File: config.mk
export PLATFORM = sky130hd
export DESIGN_NAME = glyph_blitter_flat
export DESIGN_NICKNAME = d
export VERILOG_FILES = /design/src/rtl/glyph_blitter_if.sv /design/src/rtl/glyph_blitter.sv /design/src/flat_wrapper.sv
export SDC_FILE = /design/constraint.sdc
export NUM_CORES = 1
export LEC_CHECK = 0
export BUFFER_PORTS_ARGS = -buffer_cell sky130_fd_sc_hd__buf_2
export CAP_MARGIN = 25
export CORE_MARGIN = 10
export CORE_UTILIZATION = 55
export CTS_CLUSTER_SIZE = 10
export DETAILED_ROUTE_END_ITERATION = 8
export PLACE_DENSITY_LB_ADDON = 0.3
export SLEW_MARGIN = 0
export SYNTH_ARGS = -nofsm -noshare
export SYNTH_HDL_FRONTEND = slang
export SYNTH_SLANG_ARGS = --single-unit
File: constraint.sdc
create_clock -name clk -period 13.4 [get_ports clk]
set_clock_uncertainty 0.05 [all_clocks]
set_input_delay 1.34 -clock clk [delete_from_list [all_inputs] [get_ports clk]]
set_output_delay 1.34 -clock clk [all_outputs]
set_load 0.1 [all_outputs]
File: src/rtl/glyph_blitter_if.sv
// Bus bundle between the game/keyboard logic and glyph_blitter.
// The master drives slot writes and start; the slave (glyph_blitter) drives the
// pixel stream towards vga_adapter together with busy/done status.
interface glyph_blitter_if #(
    parameter int unsigned NUM_SLOTS = 4,
    parameter int unsigned GLYPH_W   = 5,
    parameter int unsigned GLYPH_H   = 5,
    parameter int unsigned X_W       = 8,
    parameter int unsigned Y_W       = 7,
    parameter int unsigned COLOUR_W  = 3
);
    localparam int unsigned SLOT_W = (NUM_SLOTS > 1) ? $clog2(NUM_SLOTS) : 1;

    logic                       wr_en;
    logic [SLOT_W-1:0]          wr_slot;
    logic [X_W-1:0]             wr_x;
    logic [Y_W-1:0]             wr_y;
    logic [GLYPH_W*GLYPH_H-1:0] wr_glyph;
    logic [COLOUR_W-1:0]        wr_fg;
    logic [COLOUR_W-1:0]        bg;
    logic                       start;
    logic                       full_redraw;
    logic [X_W-1:0]             x;
    logic [Y_W-1:0]             y;
    logic [COLOUR_W-1:0]        colour;
    logic                       plot;
    logic                       busy;
    logic                       done;

    modport master (
        output wr_en, wr_slot, wr_x, wr_y, wr_glyph, wr_fg, bg, start, full_redraw,
        input  x, y, colour, plot, busy, done
    );

    modport slave (
        input  wr_en, wr_slot, wr_x, wr_y, wr_glyph, wr_fg, bg, start, full_redraw,
        output x, y, colour, plot, busy, done
    );
endinterface

File: src/rtl/glyph_blitter.sv
// Glyph blitter: NUM_SLOTS glyph slots, each redrawn pixel-by-pixel into
// vga_adapter when dirty (or on a full redraw), one pixel per clock.
// Optional build macro GLYPH_BORDER_EN adds a one-pixel BORDER_COLOUR ring
// around every drawn glyph box.
module glyph_blitter #(
    parameter int unsigned          NUM_SLOTS     = 4,
    parameter int unsigned          GLYPH_W       = 5,
    parameter int unsigned          GLYPH_H       = 5,
    parameter int unsigned          X_W           = 8,
    parameter int unsigned          Y_W           = 7,
    parameter int unsigned          COLOUR_W      = 3,
    parameter int unsigned          X_MAX         = 160,
    parameter int unsigned          Y_MAX         = 120,
    parameter logic [COLOUR_W-1:0]  BORDER_COLOUR = 3'b111
) (
    input logic            clk,
    input logic            reset,
    glyph_blitter_if.slave bus
);
    localparam int unsigned SLOT_W = (NUM_SLOTS > 1) ? $clog2(NUM_SLOTS) : 1;
    localparam int unsigned BITS   = GLYPH_W * GLYPH_H;
`ifdef GLYPH_BORDER_EN
    localparam int unsigned BOX_W  = GLYPH_W + 2;
    localparam int unsigned BOX_H  = GLYPH_H + 2;
`else
    localparam int unsigned BOX_W  = GLYPH_W;
    localparam int unsigned BOX_H  = GLYPH_H;
`endif
    localparam int unsigned COL_W  = $clog2(BOX_W + 1);
    localparam int unsigned ROW_W  = $clog2(BOX_H + 1);

    localparam logic [COL_W-1:0]  COL_LAST = COL_W'(BOX_W - 1);
    localparam logic [ROW_W-1:0]  ROW_LAST = ROW_W'(BOX_H - 1);
    localparam logic [SLOT_W-1:0] IDX_LAST = SLOT_W'(NUM_SLOTS - 1);
    localparam logic [X_W:0]      X_LIMIT  = (X_W + 1)'(X_MAX);
    localparam logic [Y_W:0]      Y_LIMIT  = (Y_W + 1)'(Y_MAX);

    typedef enum logic [1:0] {StIdle, StSeek, StDraw, StFinish} state_e;

    // Slot storage
    logic [X_W-1:0]      r_slot_x     [NUM_SLOTS];
    logic [Y_W-1:0]      r_slot_y     [NUM_SLOTS];
    logic [BITS-1:0]     r_slot_glyph [NUM_SLOTS];
    logic [COLOUR_W-1:0] r_slot_fg    [NUM_SLOTS];
    logic [NUM_SLOTS-1:0] r_dirty;
    logic [NUM_SLOTS-1:0] w_dirty_next;

    // Pass control and draw latch
    state_e              r_state;
    state_e              w_state_next;
    logic [SLOT_W-1:0]   r_idx;
    logic                r_full;
    logic [COL_W-1:0]    r_col;
    logic [ROW_W-1:0]    r_row;
    logic [X_W-1:0]      r_lat_x;
    logic [Y_W-1:0]      r_lat_y;
    logic [BITS-1:0]     r_lat_glyph;
    logic [COLOUR_W-1:0] r_lat_fg;

    // Registered pixel outputs
    logic [X_W-1:0]      r_x;
    logic [Y_W-1:0]      r_y;
    logic [COLOUR_W-1:0] r_colour;
    logic                r_plot;
    logic                r_busy;
    logic                r_done;

    logic                w_wr_hit;
    logic                w_seek_take;
    logic                w_last_idx;
    logic                w_last_pix;
    logic                w_interior;
    logic                w_under;
    logic                w_clip;
    logic [X_W:0]        w_px;
    logic [Y_W:0]        w_py;
    logic [COLOUR_W-1:0] w_pix_colour;

    assign w_wr_hit    = bus.wr_en && (int'(bus.wr_slot) < int'(NUM_SLOTS));
    assign w_seek_take = (r_state == StSeek) && (r_dirty[r_idx] || r_full);
    assign w_last_idx  = (r_idx == IDX_LAST);
    assign w_last_pix  = (r_col == COL_LAST) && (r_row == ROW_LAST);

    // Pixel coordinate, colour and clip decision for the current DRAW cycle.
    // The glyph latch shifts left per interior pixel, so its MSB is always the
    // bit for the pixel being drawn.
    always_comb begin
`ifdef GLYPH_BORDER_EN
        w_interior = !((r_col == '0) || (r_col == COL_LAST) ||
                       (r_row == '0) || (r_row == ROW_LAST));
        w_px       = {1'b0, r_lat_x} + (X_W + 1)'(r_col) - (X_W + 1)'(1);
        w_py       = {1'b0, r_lat_y} + (Y_W + 1)'(r_row) - (Y_W + 1)'(1);
        w_under    = ((r_lat_x == '0) && (r_col == '0)) || ((r_lat_y == '0) && (r_row == '0));
        if (!w_interior) begin
            w_pix_colour = BORDER_COLOUR;
        end else begin
            w_pix_colour = r_lat_glyph[BITS-1] ? r_lat_fg : bus.bg;
        end
`else
        w_interior   = 1'b1;
        w_px         = {1'b0, r_lat_x} + (X_W + 1)'(r_col);
        w_py         = {1'b0, r_lat_y} + (Y_W + 1)'(r_row);
        w_under      = 1'b0;
        w_pix_colour = r_lat_glyph[BITS-1] ? r_lat_fg : bus.bg;
`endif
        w_clip = w_under || (w_px >= X_LIMIT) || (w_py >= Y_LIMIT);
    end

`ifndef GLYPH_BORDER_EN
    logic [COLOUR_W-1:0] w_unused_border;
    assign w_unused_border = BORDER_COLOUR;
`endif

    // Slot field storage; out-of-range slot indices are dropped.
    always_ff @(posedge clk or posedge reset) begin
        if (reset) begin
            for (int i = 0; i < int'(NUM_SLOTS); i++) begin
                r_slot_x[i]     <= '0;
                r_slot_y[i]     <= '0;
                r_slot_glyph[i] <= '0;
                r_slot_fg[i]    <= '0;
            end
        end else if (w_wr_hit) begin
            r_slot_x[bus.wr_slot]     <= bus.wr_x;
            r_slot_y[bus.wr_slot]     <= bus.wr_y;
            r_slot_glyph[bus.wr_slot] <= bus.wr_glyph;
            r_slot_fg[bus.wr_slot]    <= bus.wr_fg;
        end
    end

    // Dirty bits: SEEK clears the taken slot, a same-cycle write re-sets it.
    always_comb begin
        w_dirty_next = r_dirty;
        if (w_seek_take) begin
            w_dirty_next[r_idx] = 1'b0;
        end
        if (w_wr_hit) begin
            w_dirty_next[bus.wr_slot] = 1'b1;
        end
    end

    // Dirty bit register.
    always_ff @(posedge clk or posedge reset) begin
        if (reset) begin
            r_dirty <= '0;
        end else begin
            r_dirty <= w_dirty_next;
        end
    end

    // FSM state register.
    always_ff @(posedge clk or posedge reset) begin
        if (reset) begin
            r_state <= StIdle;
        end else begin
            r_state <= w_state_next;
        end
    end

    // FSM next-state logic.
    always_comb begin
        w_state_next = r_state;
        unique case (r_state)
            StIdle: begin
                if (bus.start) begin
                    w_state_next = StSeek;
                end
            end
            StSeek: begin
                if (w_seek_take) begin
                    w_state_next = StDraw;
                end else if (w_last_idx) begin
                    w_state_next = StFinish;
                end
            end
            StDraw: begin
                if (w_last_pix) begin
                    w_state_next = w_last_idx ? StFinish : StSeek;
                end
            end
            StFinish: w_state_next = StIdle;
            default:  w_state_next = StIdle;
        endcase
    end

    // Slot index, pixel counters and draw latch.
    always_ff @(posedge clk or posedge reset) begin
        if (reset) begin
            r_idx       <= '0;
            r_full      <= 1'b0;
            r_col       <= '0;
            r_row       <= '0;
            r_lat_x     <= '0;
            r_lat_y     <= '0;
            r_lat_glyph <= '0;
            r_lat_fg    <= '0;
        end else begin
            unique case (r_state)
                StIdle: begin
                    if (bus.start) begin
                        r_idx  <= '0;
                        r_full <= bus.full_redraw;
                    end
                end
                StSeek: begin
                    if (w_seek_take) begin
                        r_lat_x     <= r_slot_x[r_idx];
                        r_lat_y     <= r_slot_y[r_idx];
                        r_lat_glyph <= r_slot_glyph[r_idx];
                        r_lat_fg    <= r_slot_fg[r_idx];
                        r_col       <= '0;
                        r_row       <= '0;
                    end else if (!w_last_idx) begin
                        r_idx <= r_idx + 1'b1;
                    end
                end
                StDraw: begin
                    if (w_interior) begin
                        r_lat_glyph <= r_lat_glyph << 1;
                    end
                    if (r_col == COL_LAST) begin
                        r_col <= '0;
                        r_row <= r_row + 1'b1;
                    end else begin
                        r_col <= r_col + 1'b1;
                    end
                    if (w_last_pix && !w_last_idx) begin
                        r_idx <= r_idx + 1'b1;
                    end
                end
                default: ;
            endcase
        end
    end

    // Output registers: DRAW pixel appears one cycle later; busy tracks the
    // upcoming state so it drops together with the done pulse.
    always_ff @(posedge clk or posedge reset) begin
        if (reset) begin
            r_x      <= '0;
            r_y      <= '0;
            r_colour <= '0;
            r_plot   <= 1'b0;
            r_busy   <= 1'b0;
            r_done   <= 1'b0;
        end else begin
            r_plot <= (r_state == StDraw) && !w_clip;
            if (r_state == StDraw) begin
                r_x      <= w_px[X_W-1:0];
                r_y      <= w_py[Y_W-1:0];
                r_colour <= w_pix_colour;
            end
            r_busy <= (w_state_next != StIdle);
            r_done <= (r_state == StFinish);
        end
    end

    assign bus.x      = r_x;
    assign bus.y      = r_y;
    assign bus.colour = r_colour;
    assign bus.plot   = r_plot;
    assign bus.busy   = r_busy;
    assign bus.done   = r_done;
endmodule

File: src/flat_wrapper.sv
// flat-port wrapper written by rule: the top's interface ports become plain ports
module glyph_blitter_flat 
#(
    parameter int unsigned          NUM_SLOTS     = 4,
    parameter int unsigned          GLYPH_W       = 5,
    parameter int unsigned          GLYPH_H       = 5,
    parameter int unsigned          X_W           = 8,
    parameter int unsigned          Y_W           = 7,
    parameter int unsigned          COLOUR_W      = 3,
    parameter int unsigned          X_MAX         = 160,
    parameter int unsigned          Y_MAX         = 120,
    parameter logic [COLOUR_W-1:0]  BORDER_COLOUR = 3'b111
)
  (clk, reset, bus_wr_en, bus_wr_slot, bus_wr_x, bus_wr_y, bus_wr_glyph, bus_wr_fg, bus_bg, bus_start, bus_full_redraw, bus_x, bus_y, bus_colour, bus_plot, bus_busy, bus_done);
  glyph_blitter_if #(.NUM_SLOTS(NUM_SLOTS), .GLYPH_W(GLYPH_W), .GLYPH_H(GLYPH_H), .X_W(X_W), .Y_W(Y_W), .COLOUR_W(COLOUR_W)) bus_i ();
  input logic clk;
  input logic reset;
  input wire logic [$bits(bus_i.wr_en)-1:0] bus_wr_en;
  input wire logic [$bits(bus_i.wr_slot)-1:0] bus_wr_slot;
  input wire logic [$bits(bus_i.wr_x)-1:0] bus_wr_x;
  input wire logic [$bits(bus_i.wr_y)-1:0] bus_wr_y;
  input wire logic [$bits(bus_i.wr_glyph)-1:0] bus_wr_glyph;
  input wire logic [$bits(bus_i.wr_fg)-1:0] bus_wr_fg;
  input wire logic [$bits(bus_i.bg)-1:0] bus_bg;
  input wire logic [$bits(bus_i.start)-1:0] bus_start;
  input wire logic [$bits(bus_i.full_redraw)-1:0] bus_full_redraw;
  output wire logic [$bits(bus_i.x)-1:0] bus_x;
  output wire logic [$bits(bus_i.y)-1:0] bus_y;
  output wire logic [$bits(bus_i.colour)-1:0] bus_colour;
  output wire logic [$bits(bus_i.plot)-1:0] bus_plot;
  output wire logic [$bits(bus_i.busy)-1:0] bus_busy;
  output wire logic [$bits(bus_i.done)-1:0] bus_done;
  assign bus_i.wr_en = bus_wr_en;
  assign bus_i.wr_slot = bus_wr_slot;
  assign bus_i.wr_x = bus_wr_x;
  assign bus_i.wr_y = bus_wr_y;
  assign bus_i.wr_glyph = bus_wr_glyph;
  assign bus_i.wr_fg = bus_wr_fg;
  assign bus_i.bg = bus_bg;
  assign bus_i.start = bus_start;
  assign bus_i.full_redraw = bus_full_redraw;
  assign bus_x = bus_i.x;
  assign bus_y = bus_i.y;
  assign bus_colour = bus_i.colour;
  assign bus_plot = bus_i.plot;
  assign bus_busy = bus_i.busy;
  assign bus_done = bus_i.done;
  glyph_blitter #(.NUM_SLOTS(NUM_SLOTS), .GLYPH_W(GLYPH_W), .GLYPH_H(GLYPH_H), .X_W(X_W), .Y_W(Y_W), .COLOUR_W(COLOUR_W), .X_MAX(X_MAX), .Y_MAX(Y_MAX), .BORDER_COLOUR(BORDER_COLOUR)) u_core (.clk(clk), .reset(reset), .bus(bus_i));
endmodule
# Word-level counts from Yosys, hierarchy flattened
# Index checks and enable logic that the tools add are counted.
[op_classes]
n_lt_le_gt_ge = 9
div_mod_pow = 0
muxes = 51
n_reduce_logical = 20
addsub = 5
bitwise = 5
multipliers = 0
shifts = 0
eq_ne = 12
[op_table]
columns = ["op", "n"]
rows = [
  ["100-bit bitwise mux", 1],
  ["25-bit 2-to-1 mux", 4],
  ["25-bit binary-select mux with 2-bit select", 1],
  ["25-bit demux with 2-bit select", 1],
  ["25-bit one-hot mux with 2 select lines", 1],
  ["32-bit bitwise mux", 1],
  ["28-bit bitwise mux", 1],
  ["8-bit 2-to-1 mux", 3],
  ["3-bit 2-to-1 mux", 7],
  ["7-bit 2-to-1 mux", 3],
  ["2-bit 2-to-1 mux", 9],
  ["8-bit binary-select mux with 2-bit select", 1],
  ["8-bit demux with 2-bit select", 1],
  ["7-bit binary-select mux with 2-bit select", 1],
  ["7-bit demux with 2-bit select", 1],
  ["12-bit bitwise mux", 1],
  ["3-bit one-hot mux with 2 select lines", 2],
  ["8-bit by 3-bit adder with 9-bit output", 1],
  ["9-bit by 8-bit >= comparator with 1-bit output, second input constant", 1],
  ["7-bit by 3-bit adder with 8-bit output", 1],
  ["8-bit by 7-bit >= comparator with 1-bit output, second input constant", 1],
  ["4-bit 2-to-1 mux", 2],
  ["2-bit one-hot mux with 4 select lines", 1],
  ["1-bit logical AND", 7],
  ["other kinds (29)", 49],
]
[word_totals]
n_memories = 0
elab_cells = 134
output_inout_bits = 21
input_bits = 53
mem_bits_rw = 0
rom_bits = 0
latch_bits = 0
register_bits = 251

# Logic depth before layout (Yosys ltp)
# Gate-level depths: netlist of the first run.
[logic_depth]
depth_word = 9
ltp_mapped = 8
depth_no_buf = 8

# Worst setup path after synthesis of the first run
# OpenSTA, ideal clock, no wires.
[synth_timing]
kind = "input-to-reg"
from = "input bus_wr_slot[1]"
to = "register u_core.r_slot_glyph[98] (netlist name)"
setup_slack_ns = 10.908
path_stages = 3
t_arrival_ns = 2.317
setup_ns = 0.125
required_time_ns = 13.225
n_path_buf = 1
path_cell_list = "nor3b_2 -> buf_2 -> mux2_2"
[synth_between]
elab_chain_len = 6
elab_cells_between_ends = 7
cone_classes = "2 x order compare; 3 x mux; 1 x bitwise; 1 x reduce/logical"
[synth_rtl]
columns = ["element", "line", "text"]
rows = [
  ["from (decl)", "flat_wrapper.sv:19", "input wire logic [$bits(bus_i.wr_slot)-1:0] bus_wr_slot;"],
  ["2-bit inverter with 3-bit output (not written as such) (*)", "glyph_blitter.sv:126", "r_slot_glyph[bus.wr_slot] <= bus.wr_glyph;"],
  ["3-bit >= comparator (not written as such) or 3-bit by 1-bit less-than comparator with 1-bit output (tied branches)", "glyph_blitter.sv:126", ""],
  ["1-bit logical AND (not written as such)", "glyph_blitter.sv:126", ""],
  ["25-bit 2-to-1 mux (not written as such)", "glyph_blitter.sv:126", ""],
  ["25-bit demux with 2-bit select (*)", "glyph_blitter.sv:126", ""],
  ["100-bit bitwise mux (*)", "glyph_blitter.sv:126", ""],
  ["to (signal, indexed assignment)", "glyph_blitter.sv:126", ""],
  ["to (decl)", "glyph_blitter.sv:43", "logic [BITS-1:0] r_slot_glyph [NUM_SLOTS];"],
]
# Every way passes the cells marked *; elsewhere a longest branch is shown, timed or not.
# A chain may end at the register's enable or synchronous reset.

# Worst setup path after layout of the first run
[layout_timing]
from = "register u_core.r_colour[2], in the netlist u_core.bus.colour[2]"
to = "output bus_colour[2]"
[layout_rtl]
columns = ["element", "line", "text"]
rows = [
  ["from (decl)", "glyph_blitter.sv:63", "logic [COLOUR_W-1:0] r_colour;"],
  ["from (signal assigned)", "glyph_blitter.sv:251", "r_colour <= w_pix_colour;"],
  ["to (decl)", "flat_wrapper.sv:29", "output wire logic [$bits(bus_i.colour)-1:0] bus_colour;"],
]
# No word-level cell between the ends.

==> flow_summary.toml, run 1 <==
[place]
io_buffer_count = 73
dp_hpwl_mm = 14.0
placed_area_um2 = 11900
routabilityCongestion = 0.824

[synthesis]
ys_ff_latch = 251
ys_types = 48
ys.flop_type = "dfrtp_1"
async_flop_share_pct = 100
synth_edf_count = 0
avgSynthCellArea_um2 = 14.5
yosys_warnings = 0
yosysTopAreaCellShare_pct = 55.6
netlist.top_cell.by_area = "dfrtp_1"
ys_seq_area_share_pct = 55.6
syn_inst = 777
synth.area.top_cells = "dfrtp_1 56%, mux2_2 17%, mux4_2 7.6%"
synth_area_um2 = 11300
synth_nets = 851

[worst_setup_path]
startpoint_type = "flip-flop"
path_delay_family = "buffers and inverters"
crit_arrival_ns = 1.38
worst-path-buf-inv = 1
required_ns = 12.01
cpPeakStageDelay_ns = 0.45
crit_chain = "buf_2"
slowest_stage = "buf_2"
endpoint_kind = "primary output"
critPathKind = "reg2out"
crit_path_max_fanout = 2

[route]
vias = 6525
wl_mm = 22.8
drtAntennaViolNets = 0
wl_per_cell_um = 20.3
vias_per_cell = 5.80
drt_iter0_drc = 311
first_pass_iters = 4
remaining_drc_errors = 0

[timing]
timing.final.crit_share_pct = 20.6
finalHoldViolCount = 0
holdWs_ns = 0.431
clock.fmax_ghz = 0.361
worstMarginPinSlew_ns = 0.891
relSlewSlack_pct = 40.6
setup_tns_ns = 0
drv_slew = 0
period_needed_ns = 2.77
grt_setup_unrepaired = "no"
setup_violations = 0

[global_routing]
grt_pass1_wl_mm = 37.4
grt_max_degree = 100
grt-ovfl-total = 0
grt_pass1_vias = 7240
track_usage_pct = 17.2
antenna_found_initial = 3

[floorplan]
die_y_um = 163
top_level_ports = 74
core-area_um2 = 20200
die-area_um2 = 26700
initial_core_util_pct = 55.9
die_w_um = 163
rows = 52

[clocking]
htreeDepth = 1
clkLatencyLatePin_ns = 0.53
cts_root_buf = "clkbuf_16"
cts_inserted_buffers = 29
cts_tree = "built"
clock_path_buffers = 3
cts_sinks = 251
cts_setup_buffers = 0
cts_resized = 0
clk_pin_slew_ns = 0.05
ctsHoldBuffers = 0

[power_and_ir_drop]
power_leakage_nw = 5.53
power_density_nw_per_um2 = 222
ir_drop_v = 0.000114

[finish]
final_nets = 925
n_fill_cell = 1484
drive_gt1_share_pct = 39.4
final_area_um2 = 12700
fin_util_pct = 63.0
area_delta_synth_final_pct = 12.8

[run]
cap_violations = 0

[run_status]
status = "completed"

[worst_hold_path]
hold_path_class = "reg2reg"
[power breakdown]
| group | switching, mW | internal (mW) |
|---|---|---|
| sequential | 0.128 | 0.973 |
| clock | 0.275 | 0.404 |
| combinational | 0.632 | 0.416 |
| total | 1.04 | 1.79 |
[registers in the layout, summed over array words and instances (netlist names), 3 cells and up]
| signal | cells |
|---|---|
| u_core.r_slot_glyph | 100 |
| u_core.r_slot_x | 32 |
| u_core.r_slot_y | 28 |
| u_core.r_lat_glyph | 25 |
| u_core.r_slot_fg | 12 |
| u_core.bus.x | 8 |
| u_core.r_lat_x | 8 |
| u_core.bus.y | 7 |
| u_core.r_lat_y | 7 |
| u_core.r_dirty | 4 |
| u_core.bus.colour | 3 |
| u_core.r_col | 3 |
| u_core.r_lat_fg | 3 |
| u_core.r_row | 3 |
[cells by family (layout without fill, tap and decap cells)]
group / after synthesis / in the layout / synth area share [%]
flops: 251 / 251 / 55.6
buf+inv: 59 / 135 / 2.36
fa+ha+maj: 21 / 21 / 2.46
mux: 272 / 272 / 31.2
simple gates: 92 / 92 / 3.72
compound gates: 70 / 70 / 3.80
other cells: 0 / 2 / 0
xor+xnor: 12 / 12 / 0.930
[cells in the final DEF (no fill, tap or decap), drive strengths merged, types with 2 or more instances in the layout]
master and n:
a21bo 3, xor2 5, buf 85, nor2 17, nor2b 3, a21oi 17, a21o 3, nand2 47
xnor2 7, nand3 6, o211ai 2, ha 19, o21ai 34, nand3b 3, mux2i 33, mux2 196
diode 2, nor3 4, and2 2, clkbuf 31, dfrtp 251, mux4 43, inv 17, nand2b 3
fa 2, nor3b 2, o2111ai 2
[layer usage]
| metal | vias to the layer above | wire, µm | track usage, % | part of all wire, % |
|---|---|---|---|---|
| li1 | 2947 | - | - | - |
| met1 | 3432 | 9570 | 21.1 | 42 |
| met2 | 111 | 11900 | 30.6 | 52 |
| met3 | 33 | 891 | 3.00 | 3.9 |
| met4 | 2 | 391 | 4.55 | 1.7 |
| met5 | - | 20 | 0 | 0.088 |
[cells in the mapped netlist (3+ instances only)]
master    instances
a21bo_1           3
a21o_1            3
a21oi_1          17
buf_2            18
clkbuf_1         19
dfrtp_1         251
ha_1             19
inv_1            17
mux2_1           23
mux2_2          173
mux2i_1          33
mux4_1            5
mux4_2           38
nand2_1          47
nand2b_1          3
nand3_1           6
nand3b_1          3
nor2_1           17
nor2b_1           3
nor3_1            4
o21ai_0          12
o21ai_1          21
xnor2_1           7
xor2_1            5
[stage by stage]
stage / setup WS (ns) / total power, mW / cells
detailed placement: 10.38 / 2.17 / 1089
CTS: 10.63 / 2.86 / 1122
global route: 10.50 / 2.99 / 1124
global placement: 10.0 / 2.12 / 1088
floorplan: 5.11 / 1.94 / 777
finish: 10.63 / 2.83 / 1125
[cell type report]
class	count	area, µm²	area share (%)
Clock inverter	2	35.0	0.275
Sequential cell	251	6280	49.3
Clock buffer	31	743	5.83
Timing Repair Buffer	85	495	3.89
Tap cell	270	338	2.65
Antenna cell	2	5.00	0.0393
Inverter	17	71.3	0.559
Multi-Input combinational cell	467	4780	37.5
[worst paths after layout]
| path | cells after the start | end | slack, ns | start |
|---|---|---|---|---|
| min in group asynchronous | 2 | u_core.r_slot_glyph[96] | 0.80 | reset |
| min | 1 | u_core.r_slot_glyph[97] | 0.43 | u_core.r_slot_glyph[97] |
| min reg2reg | 1 | u_core.r_slot_glyph[97] | 0.43 | u_core.r_slot_glyph[97] |
| max in group asynchronous | 4 | u_core.r_idx[0] | 11.44 | reset |
| max | 1 | bus_colour[2] | 10.63 | u_core.bus.colour[2] |
| max reg2reg | 7 | u_core.r_row[2] | 10.67 | u_core.r_idx[1] |
(Power assumes the default switching activity.)
==> run 2: changes to the inputs <==
==> constraint.sdc (replaced) <==
create_clock -name clk -period 2.6 [get_ports clk]
set_clock_uncertainty 0.05 [all_clocks]
set_input_delay 0.26 -clock clk [delete_from_list [all_inputs] [get_ports clk]]
set_output_delay 0.26 -clock clk [all_outputs]
set_load 0.1 [all_outputs]
==> run 2 against run 1 <==
Against the previous run:
- non-clock buffer count grew 54
- critical path depth grew 4
- combinational power grew to 5.2 times the previous value
- clock-buffer cell count grew 4
- clock power grew to 5.1 times the previous value
- via count grew 3.6%
- setup slack lost 10 ns
- total power grew to 5.2 times the previous value
- cell area grew 4.5%
- critical path type is now reg2reg
- largest cell class unchanged
==> flow_summary.toml, run 2 (same netlist as run 1, synthesis figures left out) <==
[route]
drt_iter0_drc = 314
remaining_drc_errors = 0
vias_per_cell = 5.73
drtAntennaViolNets = 0
first_pass_iters = 4
wl_mm = 23.9
vias = 6757
wl_per_cell_um = 20.2

[finish]
antenna_cells = 0
final_cell_mix = "249 x dfrtp_1, 173 x mux2_2, 73 x buf_2, 47 x nand2_1, 47 x dlygate4sd3_1"
layout_commonest_cell = "dfrtp_1"
final_nets = 979
n_fill_cell = 1412
fin_util_pct = 65.8
largest-register = "u_core.r_slot_glyph"
largest_reg_flops = 100
top_regs = "u_core.r_slot_glyph x100, u_core.r_slot_x x32, u_core.r_slot_y x28"
drive_gt1_share_pct = 37.6
area_delta_synth_final_pct = 17.8
final_area_um2 = 13300
stdcell_count = 1180

[worst_setup_path]
startpoint_type = "flip-flop"
r2r_setup_slack_ns = 0.45
ff2ff_path_depth = 5
critPathKind = "reg2reg"
crit_arrival_ns = 2.52
r2r-start = "u_core.r_idx[1]"
crit_end = "u_core.r_lat_fg[1]"
endpoint_kind = "flip-flop"
crit_path_max_fanout = 24
required_ns = 2.96
crit_start = "u_core.r_idx[1]"
r2r_end = "u_core.r_lat_fg[1]"

[run_status]
status = "completed"

[power_and_ir_drop]
pwr-share-seq_pct = 39.2
comb_power_share_pct = 37.5
power_leakage_nw = 5.77
total_power_mw = 14.7
switching_share_pct = 37.0
power_density_nw_per_um2 = 1100
p_clk_share_pct = 23.3
netSwitchingPower_mw = 5.44
p_int_mw = 9.27
ir_drop_v = 0.000564

[clocking]
htreeDepth = 1
clock_path_buffers = 3
cts_tree = "built"
cts_inserted_buffers = 29
cts_sinks = 251
clk_pin_slew_ns = 0.06
cts_root_buf = "clkbuf_16"
cts_resized = 0
clkLatencyLatePin_ns = 0.53

[floorplan]
initial_core_util_pct = 55.9
core-area_um2 = 20200
die_w_um = 163
die-area_um2 = 26700
rows = 52
die_y_um = 163
top_level_ports = 74

[timing]
holdWs_ns = 0.0422
drv_slew = 0
grt_setup_unrepaired = "no"
setup_violations = 0
clock.fmax_ghz = 0.464
worstMarginPinSlew_ns = 0.712
timing.final.crit_share_pct = 82.8
setup_tns_ns = 0
relSlewSlack_pct = 52.5
finalHoldViolCount = 0
period_needed_ns = 2.15
fin_ws_ns = 0.447

[run]
cap_violations = 0

[place]
dp.cells = 1097
routabilityCongestion = 0.815
dp_hpwl_mm = 15.5
dp_slack_ns = 0.435
io_buffer_count = 73
placed_area_um2 = 12100

[global_routing]
grt_pass1_wl_mm = 40.2
track_usage_pct = 18.5
antenna_found_initial = 0
grt_pass1_vias = 7551
grt_max_degree = 63
grt-ovfl-total = 0

[worst_hold_path]
hold_path_class = "in2reg"
run 2: how the worst min path moves through the flow:
stage / from / endpoint / slack, ns / cells after the start
after global routing: bus_bg[2] / u_core.bus.colour[2] / 0.03 / 3
after floorplan: bus_wr_fg[1] / u_core.r_slot_fg[10] / 0.34 / 1
after detailed placement: reset / u_core.r_slot_glyph[96] / 0.21 / 2
after CTS: bus_start / u_core.r_full / 0.02 / 3
after global placement: reset / u_core.r_slot_glyph[46] / 0.21 / 2
final: bus_start / u_core.r_full / 0.04 / 3
run 2: critical path, stage by stage (launching register included):
cell and delay (ns):
dfrtp_2 0.64, mux2i_1 0.17, a22oi_2 0.31, and2_1 0.17
buf_4 0.30, mux2_2 0.37
run 2: power by group through the flow:
stage	Clock, mW	Sequential [mW]	Combinational (mW)
6_report	3.43	5.77	5.51
5_1_grt	3.67	5.90	6.01
4_1_cts	3.50	5.76	5.57
3_5_place_dp	0	5.81	5.49
3_3_place_gp	0	5.72	5.29
2_1_floorplan	0	6.67	3.34
run 2: final cells by class:
type / instances / area (µm²) / share of cell area (%)
Timing Repair Buffer: 139 / 1090 / 8.19
Tap cell: 270 / 338 / 2.54
Sequential cell: 251 / 6280 / 47.2
Clock buffer: 35 / 758 / 5.69
Clock inverter: 1 / 5.00 / 0.0376
Multi-Input combinational cell: 467 / 4780 / 35.9
Inverter: 17 / 67.6 / 0.507
run 2: timing repair:
action / CTS / global route
hold buffers: 47 / 0
buffers inserted: 0 / 0
hold endpoints to repair: 278 / 0
run 2: layer usage:
metal  track usage [%]  vias up  wire (µm)
li1                  -     3059          -
met1              24.3     3552      10400
met3              2.79       31        857
met2              31.9      115      12200
met4              4.10        0        391
met5                 0        -          0
